$ cat src/rtl/alarm_bank_if.sv
// Bus bundle for alarm_bank: timekeeping inputs, configuration write port,
// user buttons (snooze/stop) and the ringing outputs.
//
// Handshake: there is no valid/ready flow control here. sec_tick, cfg_we,
// snooze and stop are single-cycle strobes. They are acted on at the rising
// clk edge on which they are high, and they can never be stalled or refused.
// The data fields (curr_*, cfg_*) only need to be valid while their strobe is
// high. The outputs are registered and stay valid on every cycle.
interface alarm_bank_if #(
    parameter int NUM_ALARMS = 4
);
    localparam int IDX_W = (NUM_ALARMS > 1) ? $clog2(NUM_ALARMS) : 1;

    // timekeeping side
    logic                    sec_tick;
    logic [4:0]              curr_hour;
    logic [5:0]              curr_min;
    logic [5:0]              curr_sec;
    // configuration write port
    logic                    cfg_we;
    logic [IDX_W-1:0]        cfg_idx;
    logic [4:0]              cfg_hour;
    logic [5:0]              cfg_min;
    logic [5:0]              cfg_sec;
    logic                    cfg_en;
    // user buttons
    logic                    snooze;
    logic                    stop;
    // alarm outputs
    logic [NUM_ALARMS-1:0]   ring_vec;
    logic                    alarm_out;
    logic [IDX_W-1:0]        active_idx;
    // per-channel FSM state, 2 bits per channel, for debug and checkers
    logic [2*NUM_ALARMS-1:0] state_dbg;

    // driver side (timekeeper, CPU, buttons)
    modport master (
        output sec_tick, curr_hour, curr_min, curr_sec,
        output cfg_we, cfg_idx, cfg_hour, cfg_min, cfg_sec, cfg_en,
        output snooze, stop,
        input  ring_vec, alarm_out, active_idx, state_dbg
    );

    // alarm_bank side
    modport slave (
        input  sec_tick, curr_hour, curr_min, curr_sec,
        input  cfg_we, cfg_idx, cfg_hour, cfg_min, cfg_sec, cfg_en,
        input  snooze, stop,
        output ring_vec, alarm_out, active_idx, state_dbg
    );
endinterface

$ cat src/rtl/alarm_bank.sv
// Multi-channel alarm controller. Each channel stores an alarm time and an
// enable bit. Once per second it compares the stored time against the running
// clock and rings on a match. While ringing, a channel times out by itself,
// can be snoozed a bounded number of times, and can be stopped.
module alarm_bank #(
    parameter int NUM_ALARMS  = 4,
    parameter int RING_SECS   = 60,
    parameter int SNOOZE_SECS = 300,
    parameter int MAX_SNOOZE  = 3
) (
    input logic         clk,
    input logic         reset,
    alarm_bank_if.slave bus
);
    localparam int IDX_W = (NUM_ALARMS > 1) ? $clog2(NUM_ALARMS) : 1;
    localparam int SU_W  = (MAX_SNOOZE > 0) ? $clog2(MAX_SNOOZE + 1) : 1;

    localparam logic [7:0]      RING_LAST = 8'(RING_SECS);
    localparam logic [11:0]     SNZ_LAST  = 12'(SNOOZE_SECS);
    localparam logic [SU_W-1:0] SNZ_MAX   = SU_W'(MAX_SNOOZE);

    localparam logic [1:0] ST_IDLE    = 2'd0;
    localparam logic [1:0] ST_RINGING = 2'd1;
    localparam logic [1:0] ST_SNOOZED = 2'd2;

    // per-channel configuration
    logic [4:0]      hour_q     [NUM_ALARMS];
    logic [4:0]      hour_d     [NUM_ALARMS];
    logic [5:0]      min_q      [NUM_ALARMS];
    logic [5:0]      min_d      [NUM_ALARMS];
    logic [5:0]      sec_q      [NUM_ALARMS];
    logic [5:0]      sec_d      [NUM_ALARMS];
    logic            en_q       [NUM_ALARMS];
    logic            en_d       [NUM_ALARMS];

    // per-channel FSM state and counters
    logic [1:0]      state_q    [NUM_ALARMS];
    logic [1:0]      state_d    [NUM_ALARMS];
    logic [7:0]      ring_cnt_q [NUM_ALARMS];
    logic [7:0]      ring_cnt_d [NUM_ALARMS];
    logic [11:0]     snz_cnt_q  [NUM_ALARMS];
    logic [11:0]     snz_cnt_d  [NUM_ALARMS];
    logic [SU_W-1:0] snz_used_q [NUM_ALARMS];
    logic [SU_W-1:0] snz_used_d [NUM_ALARMS];

    // registered outputs, all loaded from the next-state ringing vector
    logic [NUM_ALARMS-1:0] ring_d;
    logic [NUM_ALARMS-1:0] ring_vec_q;
    logic                  alarm_out_q;
    logic [IDX_W-1:0]      active_idx_d;
    logic [IDX_W-1:0]      active_idx_q;
    logic [2*NUM_ALARMS-1:0] state_dbg;

    // Next-state logic for every channel. Precedence, highest first:
    // config write to this channel, stop, snooze, one-second events.
    always_comb begin
        for (int i = 0; i < NUM_ALARMS; i++) begin
            hour_d[i]     = hour_q[i];
            min_d[i]      = min_q[i];
            sec_d[i]      = sec_q[i];
            en_d[i]       = en_q[i];
            state_d[i]    = state_q[i];
            ring_cnt_d[i] = ring_cnt_q[i];
            snz_cnt_d[i]  = snz_cnt_q[i];
            snz_used_d[i] = snz_used_q[i];

            // An out-of-range cfg_idx equals no channel number, so it is
            // dropped without any separate range check.
            if (bus.cfg_we && (bus.cfg_idx == IDX_W'(i))) begin
                hour_d[i]     = bus.cfg_hour;
                min_d[i]      = bus.cfg_min;
                sec_d[i]      = bus.cfg_sec;
                en_d[i]       = bus.cfg_en;
                state_d[i]    = ST_IDLE;
                ring_cnt_d[i] = '0;
                snz_cnt_d[i]  = '0;
                snz_used_d[i] = '0;
            end else if (bus.stop) begin
                // Stop also masks this cycle's tick, so a channel cannot
                // start ringing on the same edge that stop is pressed.
                state_d[i] = ST_IDLE;
            end else if (bus.snooze && (state_q[i] == ST_RINGING)) begin
                if (snz_used_q[i] < SNZ_MAX) begin
                    state_d[i]    = ST_SNOOZED;
                    snz_cnt_d[i]  = '0;
                    snz_used_d[i] = snz_used_q[i] + 1'b1;
                end else begin
                    // out of snoozes: this press acts as stop
                    state_d[i] = ST_IDLE;
                end
            end else if (bus.sec_tick) begin
                case (state_q[i])
                    ST_IDLE: begin
                        if (en_q[i] &&
                            (hour_q[i] == bus.curr_hour) &&
                            (min_q[i]  == bus.curr_min) &&
                            (sec_q[i]  == bus.curr_sec)) begin
                            state_d[i]    = ST_RINGING;
                            ring_cnt_d[i] = '0;
                            snz_used_d[i] = '0;
                        end
                    end
                    ST_RINGING: begin
                        // the tick that brings the count to RING_SECS ends
                        // the ring, so the channel rings for RING_SECS ticks
                        if ((ring_cnt_q[i] + 8'd1) == RING_LAST) begin
                            state_d[i]    = ST_IDLE;
                            ring_cnt_d[i] = '0;
                        end else begin
                            ring_cnt_d[i] = ring_cnt_q[i] + 8'd1;
                        end
                    end
                    ST_SNOOZED: begin
                        if ((snz_cnt_q[i] + 12'd1) == SNZ_LAST) begin
                            state_d[i]    = ST_RINGING;
                            ring_cnt_d[i] = '0;
                            snz_cnt_d[i]  = '0;
                        end else begin
                            snz_cnt_d[i] = snz_cnt_q[i] + 12'd1;
                        end
                    end
                    default: begin
                        // unused encoding recovers to idle
                        state_d[i] = ST_IDLE;
                    end
                endcase
            end
        end
    end

    // Next-state ringing vector and the lowest-index ringing channel
    always_comb begin
        ring_d       = '0;
        active_idx_d = '0;
        for (int i = 0; i < NUM_ALARMS; i++) begin
            ring_d[i] = (state_d[i] == ST_RINGING);
        end
        // walk downward so the lowest ringing index is the one that remains
        for (int i = NUM_ALARMS - 1; i >= 0; i--) begin
            if (ring_d[i]) begin
                active_idx_d = IDX_W'(i);
            end
        end
    end

    // Channel state, configuration and output registers
    always_ff @(posedge clk or posedge reset) begin
        if (reset) begin
            for (int i = 0; i < NUM_ALARMS; i++) begin
                hour_q[i]     <= '0;
                min_q[i]      <= '0;
                sec_q[i]      <= '0;
                en_q[i]       <= 1'b0;
                state_q[i]    <= ST_IDLE;
                ring_cnt_q[i] <= '0;
                snz_cnt_q[i]  <= '0;
                snz_used_q[i] <= '0;
            end
            ring_vec_q   <= '0;
            alarm_out_q  <= 1'b0;
            active_idx_q <= '0;
        end else begin
            for (int i = 0; i < NUM_ALARMS; i++) begin
                hour_q[i]     <= hour_d[i];
                min_q[i]      <= min_d[i];
                sec_q[i]      <= sec_d[i];
                en_q[i]       <= en_d[i];
                state_q[i]    <= state_d[i];
                ring_cnt_q[i] <= ring_cnt_d[i];
                snz_cnt_q[i]  <= snz_cnt_d[i];
                snz_used_q[i] <= snz_used_d[i];
            end
            ring_vec_q   <= ring_d;
            alarm_out_q  <= |ring_d;
            active_idx_q <= active_idx_d;
        end
    end

    // Flatten per-channel state for the debug port
    always_comb begin
        state_dbg = '0;
        for (int i = 0; i < NUM_ALARMS; i++) begin
            state_dbg[2*i +: 2] = state_q[i];
        end
    end

    assign bus.ring_vec   = ring_vec_q;
    assign bus.alarm_out  = alarm_out_q;
    assign bus.active_idx = active_idx_q;
    assign bus.state_dbg  = state_dbg;
endmodule

$ cat src/flat_wrapper.sv
// flat-port wrapper written by rule: the top's interface ports become plain ports
module alarm_bank_flat 
#(
    parameter int NUM_ALARMS  = 4,
    parameter int RING_SECS   = 60,
    parameter int SNOOZE_SECS = 300,
    parameter int MAX_SNOOZE  = 3
)
  (clk, reset, bus_sec_tick, bus_curr_hour, bus_curr_min, bus_curr_sec, bus_cfg_we, bus_cfg_idx, bus_cfg_hour, bus_cfg_min, bus_cfg_sec, bus_cfg_en, bus_snooze, bus_stop, bus_ring_vec, bus_alarm_out, bus_active_idx, bus_state_dbg);
  alarm_bank_if #(.NUM_ALARMS(NUM_ALARMS)) bus_i ();
  input logic clk;
  input logic reset;
  input wire logic [$bits(bus_i.sec_tick)-1:0] bus_sec_tick;
  input wire logic [$bits(bus_i.curr_hour)-1:0] bus_curr_hour;
  input wire logic [$bits(bus_i.curr_min)-1:0] bus_curr_min;
  input wire logic [$bits(bus_i.curr_sec)-1:0] bus_curr_sec;
  input wire logic [$bits(bus_i.cfg_we)-1:0] bus_cfg_we;
  input wire logic [$bits(bus_i.cfg_idx)-1:0] bus_cfg_idx;
  input wire logic [$bits(bus_i.cfg_hour)-1:0] bus_cfg_hour;
  input wire logic [$bits(bus_i.cfg_min)-1:0] bus_cfg_min;
  input wire logic [$bits(bus_i.cfg_sec)-1:0] bus_cfg_sec;
  input wire logic [$bits(bus_i.cfg_en)-1:0] bus_cfg_en;
  input wire logic [$bits(bus_i.snooze)-1:0] bus_snooze;
  input wire logic [$bits(bus_i.stop)-1:0] bus_stop;
  output wire logic [$bits(bus_i.ring_vec)-1:0] bus_ring_vec;
  output wire logic [$bits(bus_i.alarm_out)-1:0] bus_alarm_out;
  output wire logic [$bits(bus_i.active_idx)-1:0] bus_active_idx;
  output wire logic [$bits(bus_i.state_dbg)-1:0] bus_state_dbg;
  assign bus_i.sec_tick = bus_sec_tick;
  assign bus_i.curr_hour = bus_curr_hour;
  assign bus_i.curr_min = bus_curr_min;
  assign bus_i.curr_sec = bus_curr_sec;
  assign bus_i.cfg_we = bus_cfg_we;
  assign bus_i.cfg_idx = bus_cfg_idx;
  assign bus_i.cfg_hour = bus_cfg_hour;
  assign bus_i.cfg_min = bus_cfg_min;
  assign bus_i.cfg_sec = bus_cfg_sec;
  assign bus_i.cfg_en = bus_cfg_en;
  assign bus_i.snooze = bus_snooze;
  assign bus_i.stop = bus_stop;
  assign bus_ring_vec = bus_i.ring_vec;
  assign bus_alarm_out = bus_i.alarm_out;
  assign bus_active_idx = bus_i.active_idx;
  assign bus_state_dbg = bus_i.state_dbg;
  alarm_bank #(.NUM_ALARMS(NUM_ALARMS), .RING_SECS(RING_SECS), .SNOOZE_SECS(SNOOZE_SECS), .MAX_SNOOZE(MAX_SNOOZE)) u_core (.clk(clk), .reset(reset), .bus(bus_i));
endmodule
$ cat config.mk
export PLATFORM = sky130hd
export DESIGN_NAME = alarm_bank_flat
export DESIGN_NICKNAME = d
export VERILOG_FILES = /design/src/rtl/alarm_bank_if.sv /design/src/rtl/alarm_bank.sv /design/src/flat_wrapper.sv
export SDC_FILE = /design/constraint.sdc
export NUM_CORES = 1
export LEC_CHECK = 0
export ABC_AREA = 0
export CAP_MARGIN = 10
export CORE_MARGIN = 2
export CORE_UTILIZATION = 54
export CTS_CLUSTER_SIZE = 30
export DETAILED_ROUTE_END_ITERATION = 8
export PLACE_DENSITY = 0.82
export SYNTH_ARGS = -nofsm -noshare
export SYNTH_HDL_FRONTEND = slang
export SYNTH_SLANG_ARGS = --single-unit
$ cat constraint.sdc
create_clock -name clk -period 5.5 [get_ports clk]
set_input_delay 0.55 -clock clk [delete_from_list [all_inputs] [get_ports clk]]
set_output_delay 0.55 -clock clk [all_outputs]
set_load 0.02 [all_outputs]
# Yosys cells after proc, flatten, opt, wreduce, memory -nomap -nowiden
# Cells that the tools add are included.
dict set report classes {
  n_addsub 12
  order_cmp 4
  n_eq_ne 55
  muxes 128
  n_reduce_logical 62
}
# cell count
set ops {}
lappend ops {{$mux W12} 28}
lappend ops {{$mux W8} 28}
lappend ops {{$mux W2} 64}
lappend ops {{$pmux W8 S3} 4}
lappend ops {{$add A12 B1 Y12 const B} 4}
lappend ops {{$eq A12 B9 Y1 const B} 4}
lappend ops {{$eq A6 B6 Y1} 8}
lappend ops {{$reduce_bool A3 Y1} 16}
lappend ops {{$add A8 B1 Y8 const B} 4}
lappend ops {{$eq A8 B6 Y1 const B} 4}
lappend ops {{$ne A3 B1 Y1 const B} 8}
lappend ops {{$pmux W2 S3} 4}
lappend ops {{$reduce_and A6 Y1} 4}
lappend ops {{$eq A5 B5 Y1} 4}
lappend ops {{$logic_and A1 B1 Y1} 20}
lappend ops {{$reduce_and A5 Y1} 4}
lappend ops {{$eq A2 B1 Y1 const B} 9}
lappend ops {{$ne A2 B1 Y1 const B} 8}
lappend ops {{$reduce_and A4 Y1} 4}
lappend ops {{$reduce_bool A4 Y1} 4}
lappend ops {{$eq A2 B2 Y1 const B} 6}
lappend ops {{$ne A3 B2 Y1 const B} 4}
lappend ops {{$logic_not A2 Y1} 5}
lappend ops {{$add A2 B1 Y2 const B} 4}
lappend ops {{3 further kinds} 9}
dict set report word_totals {
  regBits 175
  out_inout_bits 15
}

# Longest topological paths before layout
dict set report depth {
  word_depth 15
  mapped_depth 10
  ltp_nobuf 9
}

# Worst setup path after synthesis
# OpenSTA, ideal clock, no wires.
dict set report synth_timing {
  path_type {register to register}
  from {register u_core.snz_cnt_q[0] (netlist name)}
  to {register u_core.ring_cnt_q[2] (netlist name)}
  setup_ps 87
  arrival_time_ps 2288
  t_required_ps 5413
  slack_ps 3125
  path_stages_with_launch 9
  period_less_slack_ps 2375
  cell_sequence {dfrtp_1 > ha_1 > and4_1 > and3_1 > o211ai_1 > a2111oi_4 > nand2_1 > a2111o_1 > o211ai_1}
}
dict set report synth_between {
  elab_chain_cells 4
}
# element line_no
set synth_lines {}
lappend synth_lines {{from (decl)} alarm_bank.sv:41} ;# logic [11:0] snz_cnt_q [NUM_ALARMS];
lappend synth_lines {{from (signal, indexed assignment)} alarm_bank.sv:170} ;# snz_cnt_q[i] <= snz_cnt_d[i];
lappend synth_lines {{$add A12 B1 Y12} alarm_bank.sv:114} ;# if ((snz_cnt_q[i] + 12'd1) == SNZ_LAST) begin
lappend synth_lines {{$eq A12 B9 Y1} alarm_bank.sv:114}
lappend synth_lines {{$ne A3 B1 Y1 (no source line)} n/a}
lappend synth_lines {{$reduce_and A6 Y1 (no source line)} n/a}
lappend synth_lines {{to (signal, indexed assignment)} alarm_bank.sv:169} ;# ring_cnt_q[i] <= ring_cnt_d[i];
lappend synth_lines {{to (decl)} alarm_bank.sv:39} ;# logic [7:0] ring_cnt_q [NUM_ALARMS];
# Every way passes these cells.
# A chain may end at the register's enable or synchronous reset.

==> metrics.cfg <==
[outcome]
status=completed

[placement]
place_congestion=0.884
hpwl_um=16700
portBuffers=57
dp.cells=1378

[timing]
drv_slew=0
fin_crit_sh_pct=59.4
fmax_ghz=0.306
fin_skew_ns=0.0105
setup-tns-final_ns=0
slew_headroom_pct=21.1
hold_viol_final=0
rsz0062_at_grt=false
worst_pin_slew_ns=1.18
layout_min_cycle_time_ns=3.27
setup_viol=0

[clock_tree]
cts.reportedPaths.clkPinSlew_ns=0.07
cts_tree=built
post_cts_buffers=0
holdBufCountCts=0
clk_latency_ns=0.44
cts.sinks=175
cts_resized=0
cts_root_buf=clkbuf_16
clock_path_buffers=2
htreeDepth=4
cts_made_buffers=17

[worst_setup_path]
critPathMaxFanout=25
path_buf_inv=1
criticalPathCategory=in -> reg
path_cells=clkdlybuf4s50_1 > nand3_1 > nand2_1 > a2111oi_0 > a21oi_1 > o31ai_1 > a21oi_1 > nand3b_1
cp.arrival_ns=3.58
crit_slowest_cell=nand3_1
cp.required_ns=5.81
cp_common_cell=a21oi_1
path_delay_family=simple AND/OR/NAND/NOR gates
cp-end-kind=flop
startpoint_type=input pin
slowest_delay_ns=0.87

[drt]
drc=0
num_vias=8502
antenna_left=0
avgViaCountPerCell=6.03
drt_iter0_markers=807
detail_route.wl_per_cell_um=17.2
wirelength_um=24300
dr.pass1.iters=5

[cells_and_area]
fin_nets=1227
areaGrowthSynthToFinish_pct=14.2
drive_gt1_share_pct=5.82
multiInputGateArea_um2=5040
seq_area_um2=4380
fill_cells=1468
final_cells=1410
diodes=0

[yosys]
synthCells=1129
synth_warnings=0
synth_edf_count=0
synth_nets=1184
synth_area_leader_cell=dfrtp_1
synth.distinct_cells=79
synth_top_area_share_pct=45.3
netlist_top_cells_area=dfrtp_1, nand2_1, o21ai_0
async_flop_share_pct=100
yosys_register_bits=175
yosys-top-cells-count=nand2_1, dfrtp_1, o21ai_0, nor2_1, nand3_1
syn_area_per_cell_um2=8.56
yosys_most_used_dff=dfrtp_1
netlist_area_um2=9660
yosysSeqAreaShare_pct=45.3
yosysMostFrequentCell=nand2_1

[global_route]
grt_pass1_vias=7975
overflow=0
grtUsageTotal_pct=27.0
antenna_found_initial=0
grt_max_degree=106
grt_pass1_wl_um=39800

[min_path]
hold_class=reg -> reg

[floorplanning]
fp.coreArea_um2=17400
io_pins=58
die_w_um=138
start_util_pct=55.5
die_height_um=138
die_area_um2=19000
rows=48

[power]
peakVddDrop_mv=0.218
p_per_area_nw_per_um2=286
leakagePower_nw=4.84

[job]
drv_cap=0

## flip-flops by register name (all words and copies together), names as in the netlist, 4 cells and up
register	flops
u_core.bus.ring_vec	4
u_core.bus.state_dbg	8
u_core.en_q	4
u_core.hour_q	20
u_core.min_q	24
u_core.ring_cnt_q	32
u_core.sec_q	24
u_core.snz_cnt_q	48
u_core.snz_used_q	8
## path summary, 6_finish.rpt
path | startpoint | endpoint | slack [ns] | cells after the start
max | bus_cfg_idx[1] | u_core.bus.alarm_out | 2.23 | 8
min | u_core.en_q[3] | u_core.en_q[3] | 0.47 | 2
max reg2reg | u_core.snz_cnt_q[0] | u_core.ring_cnt_q[2] | 2.66 | 8
min reg2reg | u_core.en_q[3] | u_core.en_q[3] | 0.47 | 2
max in group asynchronous | reset | u_core.min_q[19] | 3.73 | 3
min in group asynchronous | reset | u_core.snz_cnt_q[4] | 0.69 | 2
## worst min-delay path, cell delays in order (launching register included)
cell,delay (ns)
dfrtp_1,0.34
nand2_1,0.05
nand2_1,0.05
## per-stage QoR
stage	setup WS, ns	hold WS, ns	power (mW)	area [um^2]	utilization (%)
after floorplan	0.205	0.437	1.73	9660	-
after global placement	1.92	0.450	1.87	10400	59.8
after detailed placement	1.92	0.456	1.89	10400	59.8
after CTS	2.33	0.472	3.16	11000	63.4
after global routing	2.13	0.506	3.28	11000	63.4
final	2.23	0.473	3.16	11000	63.4
## final cells by class
type                    count  area share [%]
clock inverters            14            1.72
clock buffers              18            3.89
flip-flops and latches    175            39.7
well taps                 225            2.55
multi-input cells         893            45.7
repair buffers             66            5.78
inverters                  19           0.692
## metal layers
metal  global-route usage (%)  part of all wire, %  vias up
met5                        0                    0        -
met3                     6.14                  6.7       52
met2                     42.3                   46      341
met1                     37.1                   44     4065
met4                     9.75                  2.5        0
li1                         -                    -     4044
## logic make-up (layout without fill, tap and decap cells)
family          after synthesis  in the layout  share of synthesized area (%)
mux                           5              5                          0.544
xor+xnor                     79             79                           7.16
fa+ha+maj                    12             12                           1.55
simple gates                573            573                           28.1
compound gates              224            224                           14.8
flops                       175            175                           45.3
buf+inv                      61            117                           2.58
## where the power goes
part           total [mW]  switching [mW]  internal, mW
registers            1.48          0.0872          1.39
logic               0.394           0.232         0.162
clock network        1.28           0.524         0.760
## placed cells by master (no fill, tap or decap), types with 6 or more instances in the layout
master and count:
dfrtp_1 175, a21oi_1 37, clkbuf_16 17, nand4_1 21, or4_1 6, inv_1 18
o31ai_1 10, clkdlybuf4s50_1 57, nor2b_1 12, xor2_1 42, ha_1 12, o211ai_1 7
nor2_1 62, buf_4 9, nand3b_1 7, nand2b_1 11, o41ai_1 7, o21a_1 7
o21ai_0 87, nand3_1 43, nor4_1 15, nand2_1 298, a31oi_1 19, xnor2_1 37
and3_1 17, nor3b_1 9, nor3_1 28
No activity file was read; power rests on OpenSTA's default activity.
